**config.mk**
```make
export PLATFORM = sky130hd
export DESIGN_NAME = data_cache_flat
export DESIGN_NICKNAME = d
export VERILOG_FILES = /design/src/rtl/data_cache_pkg.sv /design/src/rtl/data_cache_if.sv /design/src/rtl/data_cache_array.sv /design/src/rtl/data_cache.sv /design/src/flat_wrapper.sv
export SDC_FILE = /design/constraint.sdc
export NUM_CORES = 2
export LEC_CHECK = 0
export CAP_MARGIN = 20
export CORE_ASPECT_RATIO = 1.5
export CORE_MARGIN = 4
export CORE_UTILIZATION = 60
export CTS_CLUSTER_SIZE = 16
export DETAILED_ROUTE_END_ITERATION = 7
export GPL_TIMING_DRIVEN = 0
export PLACE_DENSITY_LB_ADDON = 0.3
export SYNTH_ARGS = -nofsm -noshare
export SYNTH_HDL_FRONTEND = slang
export SYNTH_SLANG_ARGS = --single-unit
```
**constraint.sdc**
```tcl
create_clock -name clk -period 7.4 [get_ports clk]
set_input_delay 1.11 -clock clk [delete_from_list [all_inputs] [get_ports clk]]
set_output_delay 1.11 -clock clk [all_outputs]
set_load 0.01 [all_outputs]
```
**src/rtl/data_cache_pkg.sv**
```systemverilog
// Shared types, default geometry and helpers for the direct-mapped write-through data cache.
package dcache_pkg;

  localparam int unsigned DCACHE_DATA_W = 32;
  localparam int unsigned DCACHE_ADDR_W = 32;
  localparam int unsigned DCACHE_SETS   = 64;
  localparam int unsigned INDEX_W       = $clog2(DCACHE_SETS);
  localparam int unsigned TAG_W         = DCACHE_ADDR_W - INDEX_W - 2;

  typedef enum logic [1:0] {
    IDLE,
    RD_MISS,
    WR_THRU
  } dcache_state_t;

  function automatic logic [7:0] byte_select(input logic [31:0] word, input logic [1:0] off);
    return word[{off, 3'b000} +: 8];
  endfunction

endpackage

```
**src/rtl/data_cache_if.sv**
```systemverilog
// Backing-memory request port: cache is master, data memory is slave.
interface data_cache_if #(
  parameter int unsigned DATA_WIDTH = 32,
  parameter int unsigned ADDR_WIDTH = 32
);
  logic                  req;
  logic                  we;
  logic                  byte_op;
  logic [ADDR_WIDTH-1:0] addr;
  logic [DATA_WIDTH-1:0] wdata;
  logic [DATA_WIDTH-1:0] rdata;
  logic                  ready;

  modport master (
    output req, we, byte_op, addr, wdata,
    input  rdata, ready
  );

  modport slave (
    input  req, we, byte_op, addr, wdata,
    output rdata, ready
  );
endinterface

```
**src/rtl/data_cache_array.sv**
```systemverilog
// Valid/tag/data storage: one combinational read port, one byte-masked synchronous write port.
module data_cache_array
  import dcache_pkg::*;
#(
  parameter int unsigned DATA_WIDTH = DCACHE_DATA_W,
  parameter int unsigned SETS       = DCACHE_SETS,
  parameter int unsigned IndexW     = INDEX_W,
  parameter int unsigned TagW       = TAG_W
) (
  input  logic                    clk,
  input  logic                    rst,
  input  logic [IndexW-1:0]       rd_idx_i,
  output logic                    rd_valid_o,
  output logic [TagW-1:0]         rd_tag_o,
  output logic [DATA_WIDTH-1:0]   rd_data_o,
  input  logic                    wr_en_i,
  input  logic                    wr_set_valid_i,
  input  logic [IndexW-1:0]       wr_idx_i,
  input  logic [TagW-1:0]         wr_tag_i,
  input  logic [DATA_WIDTH-1:0]   wr_data_i,
  input  logic [DATA_WIDTH/8-1:0] wr_be_i
);

  localparam int unsigned Bytes = DATA_WIDTH / 8;

  logic [SETS-1:0]       valid_q;
  logic [TagW-1:0]       tag_q  [SETS];
  logic [DATA_WIDTH-1:0] data_q [SETS];

  assign rd_valid_o = valid_q[rd_idx_i];
  assign rd_tag_o   = tag_q[rd_idx_i];
  assign rd_data_o  = data_q[rd_idx_i];

  always_ff @(posedge clk) begin
    if (rst) begin
      valid_q <= '0;
    end else if (wr_en_i && wr_set_valid_i) begin
      valid_q[wr_idx_i] <= 1'b1;
    end
  end

  // Data and tag need no reset: a line is only trusted once its valid bit is set.
  always_ff @(posedge clk) begin
    if (wr_en_i && !rst) begin
      if (wr_set_valid_i) begin
        tag_q[wr_idx_i] <= wr_tag_i;
      end
      for (int b = 0; b < Bytes; b++) begin
        if (wr_be_i[b]) begin
          data_q[wr_idx_i][8*b +: 8] <= wr_data_i[8*b +: 8];
        end
      end
    end
  end

endmodule

```
**src/rtl/data_cache.sv**
```systemverilog
// Direct-mapped, write-through, no-write-allocate L1 data cache for the M stage.
module data_cache
  import dcache_pkg::*;
#(
  parameter int unsigned DATA_WIDTH = DCACHE_DATA_W,
  parameter int unsigned ADDR_WIDTH = DCACHE_ADDR_W,
  parameter int unsigned SETS       = DCACHE_SETS
) (
  input  logic                  clk,
  input  logic                  rst,
  input  logic [ADDR_WIDTH-1:0] addr_i,
  input  logic [DATA_WIDTH-1:0] wdata_i,
  input  logic                  re_i,
  input  logic                  we_i,
  input  logic                  byte_op_i,
  output logic [DATA_WIDTH-1:0] rdata_o,
  output logic                  stall_o,
  data_cache_if.master          mem
);

  localparam int unsigned IndexW = $clog2(SETS);
  localparam int unsigned TagW   = ADDR_WIDTH - IndexW - 2;
  localparam int unsigned Bytes  = DATA_WIDTH / 8;

  dcache_state_t         state_q;
  logic                  mem_req_q, mem_we_q, mem_byte_op_q;
  logic [ADDR_WIDTH-1:0] mem_addr_q;
  logic [DATA_WIDTH-1:0] mem_wdata_q;

  logic [IndexW-1:0]     cpu_idx;
  logic [TagW-1:0]       cpu_tag;
  logic                  arr_valid;
  logic [TagW-1:0]       arr_tag;
  logic [DATA_WIDTH-1:0] arr_rdata;
  logic                  hit;
  logic [7:0]            sel_byte;

  logic                  arr_we, arr_set_valid;
  logic [IndexW-1:0]     arr_idx;
  logic [TagW-1:0]       arr_wtag;
  logic [DATA_WIDTH-1:0] arr_wdata;
  logic [Bytes-1:0]      arr_be;

  assign cpu_idx  = addr_i[2 +: IndexW];
  assign cpu_tag  = addr_i[ADDR_WIDTH-1 -: TagW];
  assign hit      = arr_valid && (arr_tag == cpu_tag);
  assign sel_byte = byte_select(arr_rdata[31:0], addr_i[1:0]);

  data_cache_array #(
    .DATA_WIDTH (DATA_WIDTH),
    .SETS       (SETS),
    .IndexW     (IndexW),
    .TagW       (TagW)
  ) u_array (
    .clk            (clk),
    .rst            (rst),
    .rd_idx_i       (cpu_idx),
    .rd_valid_o     (arr_valid),
    .rd_tag_o       (arr_tag),
    .rd_data_o      (arr_rdata),
    .wr_en_i        (arr_we),
    .wr_set_valid_i (arr_set_valid),
    .wr_idx_i       (arr_idx),
    .wr_tag_i       (arr_wtag),
    .wr_data_i      (arr_wdata),
    .wr_be_i        (arr_be)
  );

  always_comb begin
    arr_we        = 1'b0;
    arr_set_valid = 1'b0;
    arr_idx       = cpu_idx;
    arr_wtag      = cpu_tag;
    arr_wdata     = wdata_i;
    arr_be        = '0;
    stall_o       = 1'b0;
    rdata_o       = '0;
    if (!rst) begin
      unique case (state_q)
        IDLE: begin
          if (we_i) begin
            stall_o = 1'b1;
            // Store hit updates the resident word on the latching edge; misses never allocate.
            if (hit) begin
              arr_we = 1'b1;
              if (byte_op_i) begin
                arr_wdata = {Bytes{wdata_i[7:0]}};
                arr_be    = {{(Bytes-1){1'b0}}, 1'b1} << addr_i[1:0];
              end else begin
                arr_be = '1;
              end
            end
          end else if (re_i) begin
            if (hit) begin
              rdata_o = byte_op_i ? {{(DATA_WIDTH-8){1'b0}}, sel_byte} : arr_rdata;
            end else begin
              stall_o = 1'b1;
            end
          end
        end
        RD_MISS: begin
          stall_o = 1'b1;
          if (mem.ready) begin
            arr_we        = 1'b1;
            arr_set_valid = 1'b1;
            arr_idx       = mem_addr_q[2 +: IndexW];
            arr_wtag      = mem_addr_q[ADDR_WIDTH-1 -: TagW];
            arr_wdata     = mem.rdata;
            arr_be        = '1;
          end
        end
        WR_THRU: stall_o = !mem.ready;
        default: ;
      endcase
    end
  end

  always_ff @(posedge clk) begin
    if (rst) begin
      state_q       <= IDLE;
      mem_req_q     <= 1'b0;
      mem_we_q      <= 1'b0;
      mem_byte_op_q <= 1'b0;
      mem_addr_q    <= '0;
      mem_wdata_q   <= '0;
    end else begin
      unique case (state_q)
        IDLE: begin
          if (we_i) begin
            state_q       <= WR_THRU;
            mem_req_q     <= 1'b1;
            mem_we_q      <= 1'b1;
            mem_byte_op_q <= byte_op_i;
            mem_addr_q    <= addr_i;
            mem_wdata_q   <= wdata_i;
          end else if (re_i && !hit) begin
            state_q       <= RD_MISS;
            mem_req_q     <= 1'b1;
            mem_we_q      <= 1'b0;
            mem_byte_op_q <= 1'b0;
            mem_addr_q    <= {addr_i[ADDR_WIDTH-1:2], 2'b00};
          end
        end
        RD_MISS, WR_THRU: begin
          if (mem.ready) begin
            state_q   <= IDLE;
            mem_req_q <= 1'b0;
          end
        end
        default: state_q <= IDLE;
      endcase
    end
  end

  assign mem.req     = mem_req_q;
  assign mem.we      = mem_we_q;
  assign mem.byte_op = mem_byte_op_q;
  assign mem.addr    = mem_addr_q;
  assign mem.wdata   = mem_wdata_q;

endmodule

```
**src/flat_wrapper.sv**
```systemverilog
// flat-port wrapper written by rule: the top's interface ports become plain ports
module data_cache_flat import dcache_pkg::*;
#(
  parameter int unsigned DATA_WIDTH = DCACHE_DATA_W,
  parameter int unsigned ADDR_WIDTH = DCACHE_ADDR_W,
  parameter int unsigned SETS       = DCACHE_SETS
)
  (clk, rst, addr_i, wdata_i, re_i, we_i, byte_op_i, rdata_o, stall_o, mem_req, mem_we, mem_byte_op, mem_addr, mem_wdata, mem_rdata, mem_ready);
  data_cache_if #(.DATA_WIDTH(DATA_WIDTH), .ADDR_WIDTH(ADDR_WIDTH)) mem_i ();
  input  logic clk;
  input  logic rst;
  input  logic [ADDR_WIDTH-1:0] addr_i;
  input  logic [DATA_WIDTH-1:0] wdata_i;
  input  logic re_i;
  input  logic we_i;
  input  logic byte_op_i;
  output logic [DATA_WIDTH-1:0] rdata_o;
  output logic stall_o;
  output wire logic [$bits(mem_i.req)-1:0] mem_req;
  output wire logic [$bits(mem_i.we)-1:0] mem_we;
  output wire logic [$bits(mem_i.byte_op)-1:0] mem_byte_op;
  output wire logic [$bits(mem_i.addr)-1:0] mem_addr;
  output wire logic [$bits(mem_i.wdata)-1:0] mem_wdata;
  input wire logic [$bits(mem_i.rdata)-1:0] mem_rdata;
  input wire logic [$bits(mem_i.ready)-1:0] mem_ready;
  assign mem_req = mem_i.req;
  assign mem_we = mem_i.we;
  assign mem_byte_op = mem_i.byte_op;
  assign mem_addr = mem_i.addr;
  assign mem_wdata = mem_i.wdata;
  assign mem_i.rdata = mem_rdata;
  assign mem_i.ready = mem_ready;
  data_cache #(.DATA_WIDTH(DATA_WIDTH), .ADDR_WIDTH(ADDR_WIDTH), .SETS(SETS)) u_core (.clk(clk), .rst(rst), .addr_i(addr_i), .wdata_i(wdata_i), .re_i(re_i), .we_i(we_i), .byte_op_i(byte_op_i), .rdata_o(rdata_o), .stall_o(stall_o), .mem(mem_i));
endmodule
```
==> impl_metrics.yaml <==
timing:
  finalSetupViolations: 29
  hold_viol_final: 0
  slew_headroom_pct: 9.88
  fin_tns_setup_ns: -2.56
  drv_slew: 0
  worst_pin_slew_ns: 1.35
  rsz0062_at_grt: "yes"
  layout_setup_ws_ns: -0.151
  fin_skew_ns: 0.0703
  fin_crit_ns: 7.55
  fin_crit_sh_pct: 102
  max_freq_ghz: 0.132
critical_path:
  critPathMaxStageDelay_ns: 0.52
  reg2regPathDepth: 15
  worst_ep_arrival_time_ns: 6.44
  critPathMaxFanout: 12
  r2r_end: "u_core.u_array.data_q[31][22]"
  end_kind: "output pin"
  cp_common_cell: "buf_6"
  crit_buf_inv: 12
  worstPathCellList: "dlygate4sd2_1 -> clkbuf_8 -> buf_6 -> buf_6 -> buf_6 -> buf_4 -> buf_8 -> buf_6 -> buf_6 -> buf_2 -> buf_8 -> mux4_2 -> mux2i_2 -> o21ai_0 -> o22ai_1 -> nand2_1 -> o211a_1 -> clkdlybuf4s50_1"
  cpLargestDelayFamily: "buffers and inverters"
  critPathKind: "input pin to output pin"
  startpoint_type: "input pin"
  slowest_stage: "clkdlybuf4s50_1"
  reg2reg_from: "u_core.u_array.tag_q[37][8]"
  crit_required_ns: 6.29
  reg2reg_slack_ns: 1.22
  crit_cells: 18
placed_design:
  hpwl_um: 347000
  dpl_cell_area_um2: 156000
  io_buffers: 195
  gp_congestion: 1.02
detailed_routing:
  num_vias: 84500
  ant_nets: 0
  wl_um: 526000
  via_per_inst: 7.50
  drt_drc_violations_left: 309
  first_pass_iters: 8
  wl_per_cell_um: 46.7
  drtIter0Drc: 17100
synthesis:
  synth.area.top_cells: "edfxtp_1 74%, mux4_2 15%, mux2i_1 2.1%, dfxtp_1 1.8%, nor2_1 1.1%"
  synth_nets: 7063
  synth-simple-area-share_pct: 3.19
  avgSynthCellArea_um2: 20.9
  synth_top_area_share_pct: 73.9
  synth.area.mux_share_pct: 17.1
  yosysWarnings: 0
  ys_types: 88
  synth_compound_area_share_pct: 2.31
  synthAdderAreaFrac_pct: 0.0344
  syn_area_um2: 146000
  synthTopCellsByCount: "3584 x edfxtp_1, 948 x mux4_2, 414 x nor2_1"
  synth_top_family_by_area: "multiplexers"
  synth-edff-count: 3584
  syn_inst: 6957
  synthFlopType: "edfxtp_1"
  synth.most_common_cell: "edfxtp_1"
  synth_top_cell_by_area: "edfxtp_1"
  ys_seq_area_share_pct: 75.7
  synth_xor_xnor_area_share_pct: 0.108
  async_flop_share_pct: 0
  synth_seq_cells: 3717
cts:
  cts_made_buffers: 333
  cts_tree: "done"
  cts_buffer_depth: 4
  path_clk_slew_ns: 0.06
  htreeDepth: 5
  clock_latency_ns: 0.94
  hold_buffers: 0
  cts-root-buf: "clkbuf_16"
  clock-sinks: 3717
cells_and_area:
  nets: 7849
  fillers: 14000
  drive_gt1_share_pct: 29.0
  final_area_um2: 170000
  syn_to_final_growth_pct: 16.8
hold_path:
  holdPathStages: 1
  hold_path.class: "register to register"
  hold_end: "u_core.u_array.valid_q[57]"
  min-delay-start: "u_core.u_array.valid_q[57]"
power_and_ir_drop:
  ir_drop_mv: 0.288
  p_leak_uw: 0.0549
  power_density_nw_per_um2: 262
floorplan:
  initial_core_util_pct: 60.3
  die_h_um: 611
  die_w_um: 410
  io_pins: 202
  fp.dieArea_um2: 251000
  rows: 221
  core_area_um2: 242000
global_route:
  grt_use_total_pct: 42.0
  grt.overflow.total: 0
  grt_pass1_vias: 83200
  grt_max_degree: 65
  antenna_found_initial: 29
  grt_pass1_wl_um: 703000
outcome:
  violations: "DRC, setup timing"
  outcome: "finished, violations left"
job:
  cap_viol_max_count: 0
## registers in the layout (all words and copies together) (netlist names)
name                    cells
u_core.u_array.valid_q     64
u_core.mem.byte_op          1
u_core.mem.we               1
u_core.mem.addr            32
u_core.u_array.data_q    2048
u_core.u_array.tag_q     1536
u_core.state_q              2
u_core.mem.req              1
u_core.mem.wdata           32
## routing by layer
layer / up-vias / wire [um] / track usage, %
met5: - / 115 / 0.581
met4: 16 / 68000 / 40.6
met3: 2715 / 73700 / 14.1
met2: 8931 / 238000 / 63.3
met1: 42400 / 146000 / 46.6
li1: 30500 / - / -
## how the worst max path moves through the flow
stage | endpoint | slack (ns) | start
5_1_grt | rdata_o[10] | -0.12 | addr_i[2]
3_5_place_dp | rdata_o[1] | -2.92 | addr_i[3]
3_3_place_gp | u_core.u_array.tag_q[31][18] | -5.24 | addr_i[5]
6_report | rdata_o[7] | -0.15 | addr_i[6]
4_1_cts | rdata_o[7] | 0.002 | addr_i[2]
2_1_floorplan | rdata_o[1] | 1.26 | addr_i[3]
## kinds of logic (layout without fill, tap and decap cells)
family,after synthesis,after routing
xor+xnor,18,18
fa+ha+maj,4,4
simple gates,1044,1044
mux,1303,1303
compound gates,460,460
other cells,0,24
flops,3717,3717
buf+inv,411,1458
## per-stage QoR
stage	total power (uW)	hold WS, ns	utilization (%)	setup WS, ns	cells
floorplan	25200	0.421	-	1.26	6957
global placement	26500	0.427	62.7	-5.24	10400
finish	44500	0.452	70.4	-0.151	11300
global route	45300	0.464	70.3	-0.120	11200
detailed placement	26600	0.439	64.4	-2.92	10600
CTS	44100	0.454	69.8	0.00191	11200
## where the power goes
group	leakage [uW]	switching [uW]	internal [uW]	total (uW)
Sequential	0.0333	40.7	23200	23200
Combinational	0.0162	2160	1200	3370
Clock	0.00536	7880	10000	17900
## layout by cell type (no fill, tap or decap), types with 65 or more instances in the layout
cell and instances:
a21o_1 65, a21oi_1 66, a22oi_1 92, buf_12 160
buf_4 128, buf_6 104, clkbuf_1 114, clkbuf_16 342
clkdlybuf4s50_1 190, dfxtp_1 133, edfxtp_1 3584, mux2i_1 289
mux4_2 948, nand2_1 316, nor2_1 342, nor2_4 70
## area by class of cell
cell class	instances	area, um^2	area share, %
Multi-Input combinational cell	2829	34700	20.4
Sequential cell	3717	110000	64.8
Tap cell	3233	4050	2.38
Clock buffer	393	8800	5.17
Clock inverter	203	2190	1.29
Timing Repair Buffer	457	5920	3.48
Antenna cell	24	60.1	0.0353
Buffer	390	4030	2.37
Inverter	15	61.3	0.0360
## what timing repair did
action	CTS	global route
gates resized for setup	653	143
pin swaps	14	20
setup buffers	20	40
setup endpoints to repair	4692	33
(Power assumes the default switching activity.)
